File: src/rtl/alsu_result_collector.sv
// ============================================================================
//  Module   : alsu_result_collector
//  Purpose  : Buffers ALSU output samples in a FIFO with a valid/ready reader
//             port. Build macro ALSU_RESULT_COLLECTOR_STATS_EN adds an error
//             counter and a running sum of good results.
//  Revision : 1.0  initial release
// ============================================================================
`default_nettype none

module alsu_result_collector #(
   parameter int DEPTH = 8,
   parameter int CNT_W = 8,
   parameter int ACC_W = 12
) (
   input  logic                       clk,
   input  logic                       rst,
   input  logic                       in_valid,
   input  logic [2:0]                 in_opcode,
   input  logic signed [5:0]          in_out,
   input  logic [15:0]                in_leds,
   output logic                       out_valid,
   input  logic                       out_ready,
   output logic [2:0]                 out_opcode,
   output logic signed [5:0]          out_result,
   output logic                       out_err,
   output logic [$clog2(DEPTH):0]     fifo_count,
   output logic                       overflow,
   output logic [CNT_W-1:0]           err_count,
   output logic signed [ACC_W-1:0]    acc
);

   localparam int PTR_W   = $clog2(DEPTH);
   localparam int OCC_W   = PTR_W + 1;
   localparam int ENTRY_W = 10;
   localparam logic [OCC_W-1:0] FULL_COUNT = OCC_W'(DEPTH);

   logic [ENTRY_W-1:0] mem [DEPTH];
   logic [PTR_W-1:0]   wr_ptr;
   logic [PTR_W-1:0]   rd_ptr;
   logic [OCC_W-1:0]   count_next;
   logic [ENTRY_W-1:0] head;
   logic               sample_err;
   logic               has_space;
   logic               do_push;
   logic               do_pop;
   logic               do_drop;

   assign sample_err = (in_leds != 16'd0) || (in_opcode[2:1] == 2'b11);

   // A full FIFO still accepts a sample when the head leaves in the same cycle.
   assign do_pop    = out_valid && out_ready;
   assign has_space = (fifo_count < FULL_COUNT) || do_pop;
   assign do_push   = in_valid && has_space;
   assign do_drop   = in_valid && !has_space;

   always_comb begin
      count_next = fifo_count;
      case ({do_push, do_pop})
         2'b10:   count_next = fifo_count + OCC_W'(1);
         2'b01:   count_next = fifo_count - OCC_W'(1);
         default: count_next = fifo_count;
      endcase
   end

   always_ff @(posedge clk) begin
      if (do_push && !rst) begin
         mem[wr_ptr] <= {in_opcode, in_out, sample_err};
      end
   end

   always_ff @(posedge clk) begin
      if (rst) begin
         wr_ptr     <= '0;
         rd_ptr     <= '0;
         fifo_count <= '0;
         out_valid  <= 1'b0;
         overflow   <= 1'b0;
      end else begin
         if (do_push) begin
            wr_ptr <= wr_ptr + PTR_W'(1);
         end
         if (do_pop) begin
            rd_ptr <= rd_ptr + PTR_W'(1);
         end
         fifo_count <= count_next;
         out_valid  <= (count_next != '0);
         if (do_drop) begin
            overflow <= 1'b1;
         end
      end
   end

   // Head fields are forced to zero while empty so storage contents never leak.
   assign head       = mem[rd_ptr];
   assign out_opcode = out_valid ? head[9:7] : 3'd0;
   assign out_result = out_valid ? head[6:1] : 6'sd0;
   assign out_err    = out_valid ? head[0]   : 1'b0;

`ifdef ALSU_RESULT_COLLECTOR_STATS_EN
   logic signed [ACC_W-1:0] in_out_ext;

   assign in_out_ext = ACC_W'(in_out);

   always_ff @(posedge clk) begin
      if (rst) begin
         err_count <= '0;
         acc       <= '0;
      end else if (do_push) begin
         if (sample_err) begin
            if (err_count != {CNT_W{1'b1}}) begin
               err_count <= err_count + CNT_W'(1);
            end
         end else begin
            acc <= acc + in_out_ext;
         end
      end
   end
`else
   assign err_count = '0;
   assign acc       = '0;
`endif

endmodule

`default_nettype wire
File: config.mk
export PLATFORM = sky130hd
export DESIGN_NAME = alsu_result_collector
export DESIGN_NICKNAME = d
export VERILOG_FILES = /design/src/rtl/alsu_result_collector.sv
export SDC_FILE = /design/constraint.sdc
export NUM_CORES = 1
export LEC_CHECK = 0
export CORE_ASPECT_RATIO = 1.5
export CORE_UTILIZATION = 35
export DETAILED_ROUTE_END_ITERATION = 7
export DONT_BUFFER_PORTS = 1
export GPL_TIMING_DRIVEN = 0
export SYNTH_ARGS = -nofsm -noshare
export SYNTH_HDL_FRONTEND = slang
export SYNTH_SLANG_ARGS = --single-unit
File: constraint.sdc
create_clock -name clk -period 3 [get_ports clk]
set_input_delay 0.6 -clock clk [delete_from_list [all_inputs] [get_ports clk]]
set_output_delay 0.6 -clock clk [all_outputs]
set_load 0.01 [all_outputs]
## Word level (Yosys, flattened, before mapping)

Memories as Yosys holds them, arrays and structs flattened. A register that Yosys moved wholly into a read port is not among the register bits.
Cells that the tools add are included.

| storage, ports and cells | value |
|---|---|
| output and inout bits | 36 |
| flip-flop bits (word level) | 12 |
| memories | 1 |
| bits in writable memories | 80 |
| logic and storage cells | 32 |
| bits of input ports | 29 |

Memory list:

| memory | depth | width | read ports | clocked after Yosys merged registers in | wr ports | line | text |
|---|---|---|---|---|---|---|---|
| mem | 8 | 10 | 1 | 1 | 1 | 37 | `logic [ENTRY_W-1:0] mem [DEPTH];` |

| cells by class | value |
|---|---|
| muxes and demuxes | 8 |
| equality and inequality tests | 3 |
| reductions and logical operators | 10 |
| $add $sub $neg | 4 |
| magnitude comparators | 1 |

Operator list:

| operator | number |
|---|---|
| $reduce_bool 16->1 | 1 |
| $mux 3 | 3 |
| $pmux 4 s2 | 1 |
| $add 3x1->3 const B | 2 |
| $mux 6 | 1 |
| $add 4x1->4 const B | 1 |
| $eq 2x2->1 const B | 2 |
| $logic_and 1x1->1 | 4 |
| $lt 4x4->1 const B | 1 |
| $reduce_bool 4->1 | 1 |
| $sub 4x1->4 const B | 1 |
| $mux 1 | 3 |
| $eq 2x1->1 const B | 1 |
| $logic_not 1->1 | 2 |
| $logic_or 1x1->1 | 2 |

## Logic depth before layout (Yosys ltp)

Gate-level depths: netlist of the first run.

| depth | value |
|---|---|
| depth after elaboration | 6 |
| gate-level depth with buffers | 9 |
| depth with buffers taken out | 9 |

## Worst setup path before layout of the first run

Ideal clock, no wire load.

| timing | value |
|---|---|
| kind | input -> register |
| from | in out_ready |
| to | mem mem[0][0] (enable) |
| setup time | 403 ps |
| arrival time | 2103 ps |
| data required time | 2597 ps |
| slack | 494 ps |
| cell stages on the path | 4 |
| path buffers | 0 |
| path through | a21bo_2 nand2_2 or2_4 nor4_1 |

| between the ends | value |
|---|---|
| cells in the longest elaborated chain, start to end | 6 |

RTL lines:

| what | line | text |
|---|---|---|
| start, declared | 22 | `input logic out_ready,` |
| $logic_and 1x1->1 | 51 | `assign do_pop = out_valid && out_ready;` |
| $logic_or 1x1->1 | 52 | `assign has_space = (fifo_count < FULL_COUNT) \|\| do_pop;` |
| $logic_and 1x1->1 | 53 | `assign do_push = in_valid && has_space;` |
| $logic_and 1x1->1 | 66 | `if (do_push && !rst) begin` |
| $mux 1 | 66 |  |
| $mux 1 (not written as such) | 67 | `mem[wr_ptr] <= {in_opcode, in_out, sample_err};` |
| end, declared | 37 |  |

Every way passes these cells.

==> metrics.txt, run 1 <==
initial antenna violation count 0; Synth area leader edfxtp_1; post-synth top area share 59.9%; dpl cells 406; PwrDens 704 mW/mm2; Post-Synth XOR/XNOR Area 1.09%; CTS sink cnt 95; Buffers on Ports 0; die area 0.0119 mm2; Synth Cell Area 0.00401 mm2; simple-gate area share of the yosys netlist between 8 and 9%; vias per cell between 4 and 5; GR Util met1 15.7%; Yosys Warn Count 0; clock slew at reported path FFs around 0.060 ns; Arr. time, crit path about 1.8 ns; first-pass iteration count of the detailed router 4; GRT overflow 0; row cnt 47; Leakage about 1.6 nW; Crit Path Class flop to output port; Die X 89.4 um; CTS tree done; die height 133 um; Hold Path Class input pin to flop; Tot Pwr 3.29 mW; global route hottest layer met2; Skew-Pair Late Insertion Delay around 0.33 ns; All-Layer GR Usage 13.7%; final non-filler cell total 421; Slowest-stage cell, CP mux4_2; Seq/Total Area, Yosys 67.4%; antenna-violating nets left 0; nets 304; Compound-Gate Fraction of Synth Area 2.09%; root buffer cell clkbuf_16; share of cells above drive strength 1 26.6%; Worst Tran Pin Value 1.16 ns; FF+latch count, synth 95; max_cap viols 0; DP HPWL 4960 um; GR Util met3 3.72%; CTS Buf Count 9; ordered list of cells on the worst path buf_6 > mux4_2 > mux2i_1 > nor2b_1; initial drt markers 78; final slew viol count 0; n_diodes 0; main combinational cell family by area after synthesis multiplexers; # IOs 65; Post-DP Area 0.00435 mm2; via count about 2000; endpoint type of the worst setup path output port; CTS resizes 0; Worst EP required 2.40 ns; final hold violation count 0; Syn Area/Cell 17.1 um2; vias in the first global route about 2100; H-Tree Depth 3; RSZ-0062 raised after global routing false; final setup violation count 0; first-pass GRT wire length 11500 um; WL/cell 17.2 um; min Tclk post-route between 2 and 2.5 ns; Std-Cell Core Area 0.0111 mm2; largest net degree at the start of global routing 15; Synth area leaders edfxtp_1 60%, mux4_2 11%, dfxtp_1 7.5%, buf_4 4.1%, mux2i_1 3.0%; Initial Util 36.1%; asr flop ratio synth 0%; GPL Wtd Cong between 0.7 and 0.8; Final period util ~80%; post-CTS setup buffers 0; highest clock rate 0.419 GHz; area share of fa/ha/maj cells after synthesis ~1.6%; Post-synth EDFFs 80; clk_skew 0.00458 ns; mux cell area share after synthesis 14.2%; Syn Inst Count ~240; Area Growth Syn to Fin 16.5%; hold buffers post-CTS 0; Bufs on Longest Clock Path 2; Max VDD drop 0.401 mV; M2 GR Usage 24.0%; Design Area, Final approximately 0.0047 mm2; post-synth cell types 36; DRC Markers 0; status finished, final reports clean; Top FF cell, synth edfxtp_1; relative slew slack 22.5%; crit-path max FO 10; crit-path max cell delay 0.53 ns; fin util 42.0%; CP startpoint kind flop; WL final 7220 um
## final timing paths
check	endpoint	depth (start not counted)	slack, ns	startpoint
worst min register to register	rd_ptr[1]$_SDFFE_PP0P_	2	0.49	rd_ptr[1]$_SDFFE_PP0P_
worst max register to register	mem[6][0]$_DFFE_PP_	4	0.71	out_valid$_SDFF_PP0_
worst max-delay path	out_result[3]	4	0.61	flop
worst min-delay path	mem[4][9]$_DFFE_PP_	0	0.36	in_opcode[2]
## power breakdown
group	leakage, nW	total, mW	switching, mW	internal, mW
Clock	0.158	1.24	0.432	0.804
Combinational	0.574	0.503	0.260	0.243
Sequential	0.856	1.55	0.0635	1.49
## through the flow
step	TNS [ns]	worst slack [ns]	hold slack (ns)
6_report	0	0.612	0.359
5_1_grt	0	0.538	0.342
4_1_cts	0	0.576	0.351
3_5_place_dp	0	0.478	0.487
3_3_place_gp	-18.46	-0.525	0.476
2_1_floorplan	0	0.494	0.454
## layout by cell type (no fill, tap or decap), drive strengths merged, types with 6 or more instances in the layout
cell type | Yosys | routed
buf | 26 | 31
clkbuf | 3 | 13
conb | 1 | 20
dfxtp | 15 | 15
edfxtp | 80 | 80
mux2i | 12 | 12
mux4 | 20 | 20
nand2 | 7 | 7
nand3 | 6 | 6
nor2 | 9 | 9
nor2b | 11 | 11
nor4 | 6 | 6
## area by class of cell
| cell class | count | area (um2) |
|---|---|---|
| Clock inverter | 5 | 97.6 |
| Buffer | 29 | 209 |
| Multi-Input combinational cell | 129 | 1210 |
| Clock buffer | 10 | 229 |
| Tap cell | 147 | 184 |
| Sequential cell | 95 | 2700 |
| Fill cell | 1002 | 6440 |
| Inverter | 1 | 3.75 |
| Timing Repair Buffer | 5 | 37.5 |
## cells in the mapped netlist, types with 2 or more instances
library cell,instances
clkbuf_1,3
nand2b_1,4
nor2b_1,11
nor4b_1,2
nor2_1,9
dfxtp_1,15
a21oi_1,5
buf_4,22
and3b_1,2
nor4b_2,2
xor2_1,4
a21o_1,2
nand3_1,6
mux4_2,20
edfxtp_1,80
ha_1,5
buf_6,2
buf_2,2
nand2_1,6
mux2i_1,12
nor4_1,6
## sequential cells by signal, summed over array words and instances, names as in the netlist, named ones only
name / cells
overflow: 1
rd_ptr: 3
out_valid: 1
wr_ptr: 3
mem: 80
fifo_count: 4
## kinds of logic after synthesis
kind of cell,Yosys count
muxes,32
DFF,95
adders and majority gates,5
and+or+nand+nor,55
other,1
AOI/OAI and AO/OA,12
buffers and inverters,30
xor gates and xnor gates,5
## routing by layer
layer  vias up  routed length [um]
met5         -                   0
met4         0                 114
met3        11                 328
met2        49                3940
met1      1012                2840
li1        942                   -
## worst max-delay path, delay by kind of cell (launching register included)
family	cells	cell delay, ns
simple gates	1	0.12
flops	1	0.36
buf+inv	1	0.21
mux	2	0.77
Power figures use the tool's default switching activity.
==> run 2, diff against run 1 <==
==> constraint.sdc (replaced) <==
create_clock -name clk -period 2.06 [get_ports clk]
set_input_delay 0.412 -clock clk [delete_from_list [all_inputs] [get_ports clk]]
set_output_delay 0.412 -clock clk [all_outputs]
set_load 0.01 [all_outputs]
==> run 2 against run 1 <==
Net effect: the run now ends with setup timing left; combinational power is 70% higher; design area is 4.5% higher; first-iteration DRC count is 67% higher; clock-buffer cell count is 3 higher; via count is 1.6% higher; cell count is 2.4% higher; register-to-register slack worse by 0.68 ns; sequential share of layout area is 2.3 points lower; clock skew hardly changed; die area stayed put; critical path type unchanged; largest power group unchanged.
==> metrics.txt, run 2 (synthesis gave the netlist of run 1 again) <==
min Tclk post-route 2.10 ns; RSZ-0062 raised after global routing true; violated checks setup timing; crit-path max FO 5 (-5); final hold violation count 0 (unchanged); final setup violation count 5 (+5); CTS Buf Count 9 (unchanged); status finished, violations left; clk_skew 0.00423 ns (-0.000351 ns); Arr. time, crit path 1.69 ns (-0.10 ns); H-Tree Depth 3 (unchanged); first-pass GRT wire length 11700 um (+2.0%); Initial Util 36.1% (unchanged); initial antenna violation count 0 (unchanged); final non-filler cell total 431 (+2.4%); vias per cell 4.75 (-0.77%); filler cell count 952 (-5.0%); most frequent cells in the layout 80 x edfxtp_1, 31 x buf_4, 20 x mux4_2, 20 x conb_1, 12 x dfxtp_1; max reg flops 80 (unchanged); initial drt markers 130 (+67%); WL/cell 17.7 um (+3.4%); most common cell after layout, fill and taps aside edfxtp_1; die height 133 um (unchanged); share of cells above drive strength 1 36.3% (+9.6 points); root buffer cell clkbuf_16; Area Growth Syn to Fin 21.7%; Max VDD drop 0.588 mV (+47%); Final period util 102%; CTS sink cnt 95 (unchanged); hold buffers post-CTS 0 (unchanged); biggest regs mem (80), fifo_count (4); DRC Markers 0 (unchanged); Worst Tran Pin Value 0.896 ns (-0.262 ns); Bufs on Longest Clock Path 2 (unchanged); GPL Wtd Cong 0.705 (-0.91%); via count 2046 (+1.6%); GRT overflow 0 (unchanged); die area 0.0119 mm2 (unchanged); fin util 43.9% (+1.9 points); dpl cells 406 (unchanged); antenna-violating nets left 0 (unchanged); most flop-heavy register mem; clock slew at reported path FFs 0.06 ns (about the same); row cnt 47 (unchanged); DP HPWL 4850 um (-2.1%); Die X 89.4 um (unchanged); Crit Path Class flop to output port; Design Area, Final 0.00488 mm2 (+4.5%); n_diodes 0 (unchanged); Std-Cell Core Area 0.0111 mm2 (unchanged); Buffers on Ports 0 (unchanged); Worst Slack Setup Final -0.0394 ns (-0.651 ns); WL final 7650 um (+5.9%); ordered list of cells on the worst path buf_12 > mux4_2 > mux2i_4 > nor2b_2; vias in the first global route 2098 (-0.24%); crit-path max cell delay 0.53 ns (about the same); first-pass iteration count of the detailed router 4 (unchanged); max_cap viols 0 (unchanged); endpoint type of the worst setup path output port; Skew-Pair Late Insertion Delay 0.33 ns (about the same); final slew viol count 0 (unchanged); PwrDens 968 mW/mm2 (+38%); All-Layer GR Usage 14.4% (+0.69 points); # IOs 65 (unchanged); nets 313 (+3.0%); largest net degree at the start of global routing 15 (unchanged); CTS tree done; Hold Path Class input pin to flop; relative slew slack 40.3% (+18 points); CP startpoint kind flop; Post-DP Area 0.00436 mm2 (+0.29%); Leakage 1.65 nW (+4.1%); Slowest-stage cell, CP mux4_2; Worst EP required 1.65 ns (-0.75 ns); highest clock rate 0.476 GHz
run 2: changes by cell type in the layout (fill, tap and decap cells not counted), sizes merged:
cell / change
clkinv: +1
clkbuf: +3
bufinv: -3
buf: +9
run 2: final timing paths:
check / start / end / depth (start not counted) / slack (ns)
hold reg to reg: rd_ptr[1]$_SDFFE_PP0P_ / rd_ptr[1]$_SDFFE_PP0P_ / 2 / 0.50
hold / removal: in_out[2] / mem[2][3]$_DFFE_PP_ / 0 / 0.17
setup / recovery: flop / out_err / 4 / -0.04
setup reg to reg: fifo_count[3]$_SDFF_PP0_ / out_valid$_SDFF_PP0_ / 9 / 0.03
run 2: power breakdown:
part	leakage (nW)	switching, mW	internal (mW)
logic	0.644	0.415	0.441
registers	0.858	0.114	2.17
clock network	0.151	0.639	0.945
total	1.65	1.17	3.56
run 2: cell type report:
class	count	area, um2	area share, %
flip-flops and latches	95	2710	55.6
repair buffers	14	141	2.90
multi-input cells	129	1320	27.0
well taps	147	184	3.77
clock buffers	13	279	5.71
inverters	1	3.75	0.0769
plain buffers	29	226	4.64
clock inverters	3	15.0	0.307
run 2: repair_timing:
| action | CTS | global route |
|---|---|---|
| endpoints found under the setup margin | 76 | 25 |
| pin swaps | 3 | 6 |
| gates resized for setup | 29 | 6 |
| gates cloned | 2 | 0 |
| setup buffers | 5 | 4 |
run 2: worst max-delay path: cells and delay by family (launching register included):
family        cells  cell delay, ns
mux               2            0.71
flops             1            0.41
buf+inv           1            0.15
simple gates      1            0.08
run 2: layer usage:
metal	up-vias	global-route usage, %	routed length, um	share of wire (%)
li1	961	-	-	-
met1	1002	16.2	2960	39
met2	67	24.3	4060	53
met3	16	4.34	365	4.8
met4	0	7.14	267	3.5
met5	-	0	0	0
run 2: stage by stage:
stage	setup WS, ns	power [mW]	hold WS (ns)	TNS [ns]
5_1_grt	-0.0982	4.94	0.150	-0.770
3_3_place_gp	-1.38	3.01	0.475	-59.34
6_report	-0.0394	4.73	0.171	-0.0893
3_5_place_dp	-0.261	3.05	0.485	-10.58
2_1_floorplan	-0.241	2.87	0.454	-5.75
4_1_cts	-0.0969	4.80	0.156	-0.605
==> run 3, diff against run 2 <==
--- a/config.mk
+++ b/config.mk
@@ -6,6 +6,7 @@
 export NUM_CORES = 1
 export LEC_CHECK = 0
 export CORE_ASPECT_RATIO = 1.5
+export CORE_MARGIN = 2
 export CORE_UTILIZATION = 35
 export DETAILED_ROUTE_END_ITERATION = 7
 export DONT_BUFFER_PORTS = 1
==> run 3 against run 2 <==
Net effect: the flow still finishes with violations (setup timing); worst setup slack worse by 0.045 ns; global-route usage shrank 0.80 points; register-to-register slack hardly changed; power is 2.4% higher; utilization down 0.41 points; clock skew about the same; via count is 0.88% higher; cell count decreased by 1.2%; critical path type unchanged.
==> metrics.txt, run 3 (synthesis gave the netlist of run 1 again) <==
final setup violation count 10 (+5); max_cap viols 0 (unchanged); first-pass GRT wire length 12000 um (+2.4%); clock slew at reported path FFs 0.06 ns (about the same); initial antenna violation count 0 (unchanged); violated checks setup timing; power share of the combinational group 17.4% (-0.7 points); clock power share 35.5% (+2.0 points); CP startpoint kind flop; GPL Wtd Cong 0.693 (-1.8%); Arr. time, crit path 1.73 ns (+0.04 ns); root buffer cell clkbuf_16; Reg power frac 47.1% (-1.3 points); clk_skew 0.00412 ns (-0.000104 ns); Final period util 104% (+2.2 points); DP Worst Slack -0.299 ns (-0.0387 ns); WL final 7870 um (+2.9%); largest net degree at the start of global routing 16 (+1); DP HPWL 5130 um (+5.6%); CTS sink cnt 95 (unchanged); status finished, violations left; vias per cell 4.85 (+2.1%); Worst Tran Pin Value 0.813 ns (-0.0834 ns); min Tclk post-route 2.14 ns (+0.0454 ns); max reg flops 80 (unchanged); initial drt markers 78 (-40%); CTS tree done; Crit Path Class flop to output port; WL/cell 18.5 um (+4.1%); All-Layer GR Usage 13.6% (-0.80 points); Design Area, Final 0.00484 mm2 (-0.92%); Buffers on Ports 0 (unchanged); H-Tree Depth 3 (unchanged); most frequent cells in the layout 80 x edfxtp_1, 27 x buf_4, 20 x mux4_2, 20 x conb_1; Hold Path Class input pin to flop; Internal 3.67 mW (+3.1%); Leakage 1.64 nW (-0.97%); antenna-violating nets left 0 (unchanged); # IOs 65 (unchanged); final slew viol count 0 (unchanged); Net Switching 1.17 mW (+0.15%); relative slew slack 45.8% (+5.6 points); Sw Share 24.1% (-0.54 points); final hold slack 0.167 ns (-0.00357 ns); n_diodes 0 (unchanged); biggest regs mem (80), fifo_count (4); share of cells above drive strength 1 33.0% (-3.3 points); Worst EP required 1.65 ns (about the same); Max VDD drop 0.880 mV (+50%); DRC Markers 0 (unchanged); row cnt 47 (unchanged); final hold violation count 0 (unchanged); Skew-Pair Late Insertion Delay 0.34 ns (about the same); PwrDens 1000 mW/mm2 (+3.4%); Initial Util 36.1% (unchanged); die area 0.0124 mm2 (+3.8%); RSZ-0062 raised after global routing true; hold buffers post-CTS 0 (unchanged); nets 308 (-1.6%); Worst Slack Setup Final -0.0848 ns (-0.0454 ns); most common cell after layout, fill and taps aside edfxtp_1; most flop-heavy register mem; Area Growth Syn to Fin 20.6%; final setup TNS -0.366 ns (-0.276 ns); Tot Pwr 4.84 mW (+2.4%); die height 135 um (+1.5%); Die X 91.4 um (+2.2%); first-pass iteration count of the detailed router 4 (unchanged); vias in the first global route 2118 (+0.95%); via count 2064 (+0.88%); CTS Buf Count 9 (unchanged); endpoint type of the worst setup path output port; filler cell count 978 (+2.7%); highest clock rate 0.466 GHz (-2.1%); Std-Cell Core Area 0.0111 mm2 (unchanged); crit-path max FO 5 (unchanged); GRT overflow 0 (unchanged); Bufs on Longest Clock Path 2 (unchanged); Post-DP Area 0.00434 mm2 (-0.37%)
[run 3: cell types whose count changed in the layout (fill, tap and decap cells not counted), moves of 2 or more]
cell and change:
buf_4 -4, clkbuf_1 +2, clkbuf_16 +2, clkbuf_4 -2, clkinv_2 -2, mux2i_1 +2
[run 3: worst max-delay path, cell delays in order, from the launching register on]
cell	delay (ns)
dfxtp_4	0.38
buf_4	0.20
mux4_2	0.51
mux2i_1	0.19
nor2b_1	0.12
[run 3: final timing paths]
check	cells after the start	end	slack (ns)	start
worst min-delay path	0	mem[5][9]$_DFFE_PP_	0.17	in_opcode[2]
worst min register to register	2	rd_ptr[1]$_SDFFE_PP0P_	0.51	rd_ptr[1]$_SDFFE_PP0P_
worst max register to register	9	out_valid$_SDFF_PP0_	0.04	fifo_count[3]$_SDFF_PP0_
worst max-delay path	4	out_result[2]	-0.08	flop
[run 3: per-stage QoR]
stage          cells  util (%)
2_1_floorplan    254         -
3_3_place_gp     401      38.4
3_5_place_dp     405      39.1
4_1_cts          427      43.4
5_1_grt          426      43.5
6_report         426      43.5
[run 3: power by group through the flow]
| stage | clock network [mW] | logic (mW) | registers, mW |
|---|---|---|---|
| finish | 1.72 | 0.844 | 2.28 |
| global route | 1.82 | 0.925 | 2.29 |
| CTS | 1.75 | 0.886 | 2.27 |
| detailed placement | 0 | 0.752 | 2.30 |
| global placement | 0 | 0.721 | 2.30 |
| floorplan | 0 | 0.597 | 2.28 |
[run 3: routing by layer]
layer,share of wire [%],vias up,wire length [um],GRT usage [%]
met1,37,1031,2900,15.1
met5,0,-,0,0
met2,55,67,4290,23.4
met4,2.8,0,221,7.32
met3,5.9,13,462,3.85
li1,-,953,-,-
[run 3: area by class of cell]
cell class,instances,area (um2),share of cell area (%)
clock buffer,15,322,6.65
multi-input combinational,129,1280,26.4
inverter,1,3.75,0.0776
buffer,27,186,3.85
tap,147,184,3.80
timing repair buffer,11,148,3.05
sequential,95,2710,56.1
clock inverter,1,5.00,0.103
[run 3: timing repair]
action | CTS | global route
pin swaps | 2 | 4
gates cloned | 2 | 0
gates resized for setup | 16 | 12
setup endpoints to repair | 72 | 36
setup buffers | 4 | 2
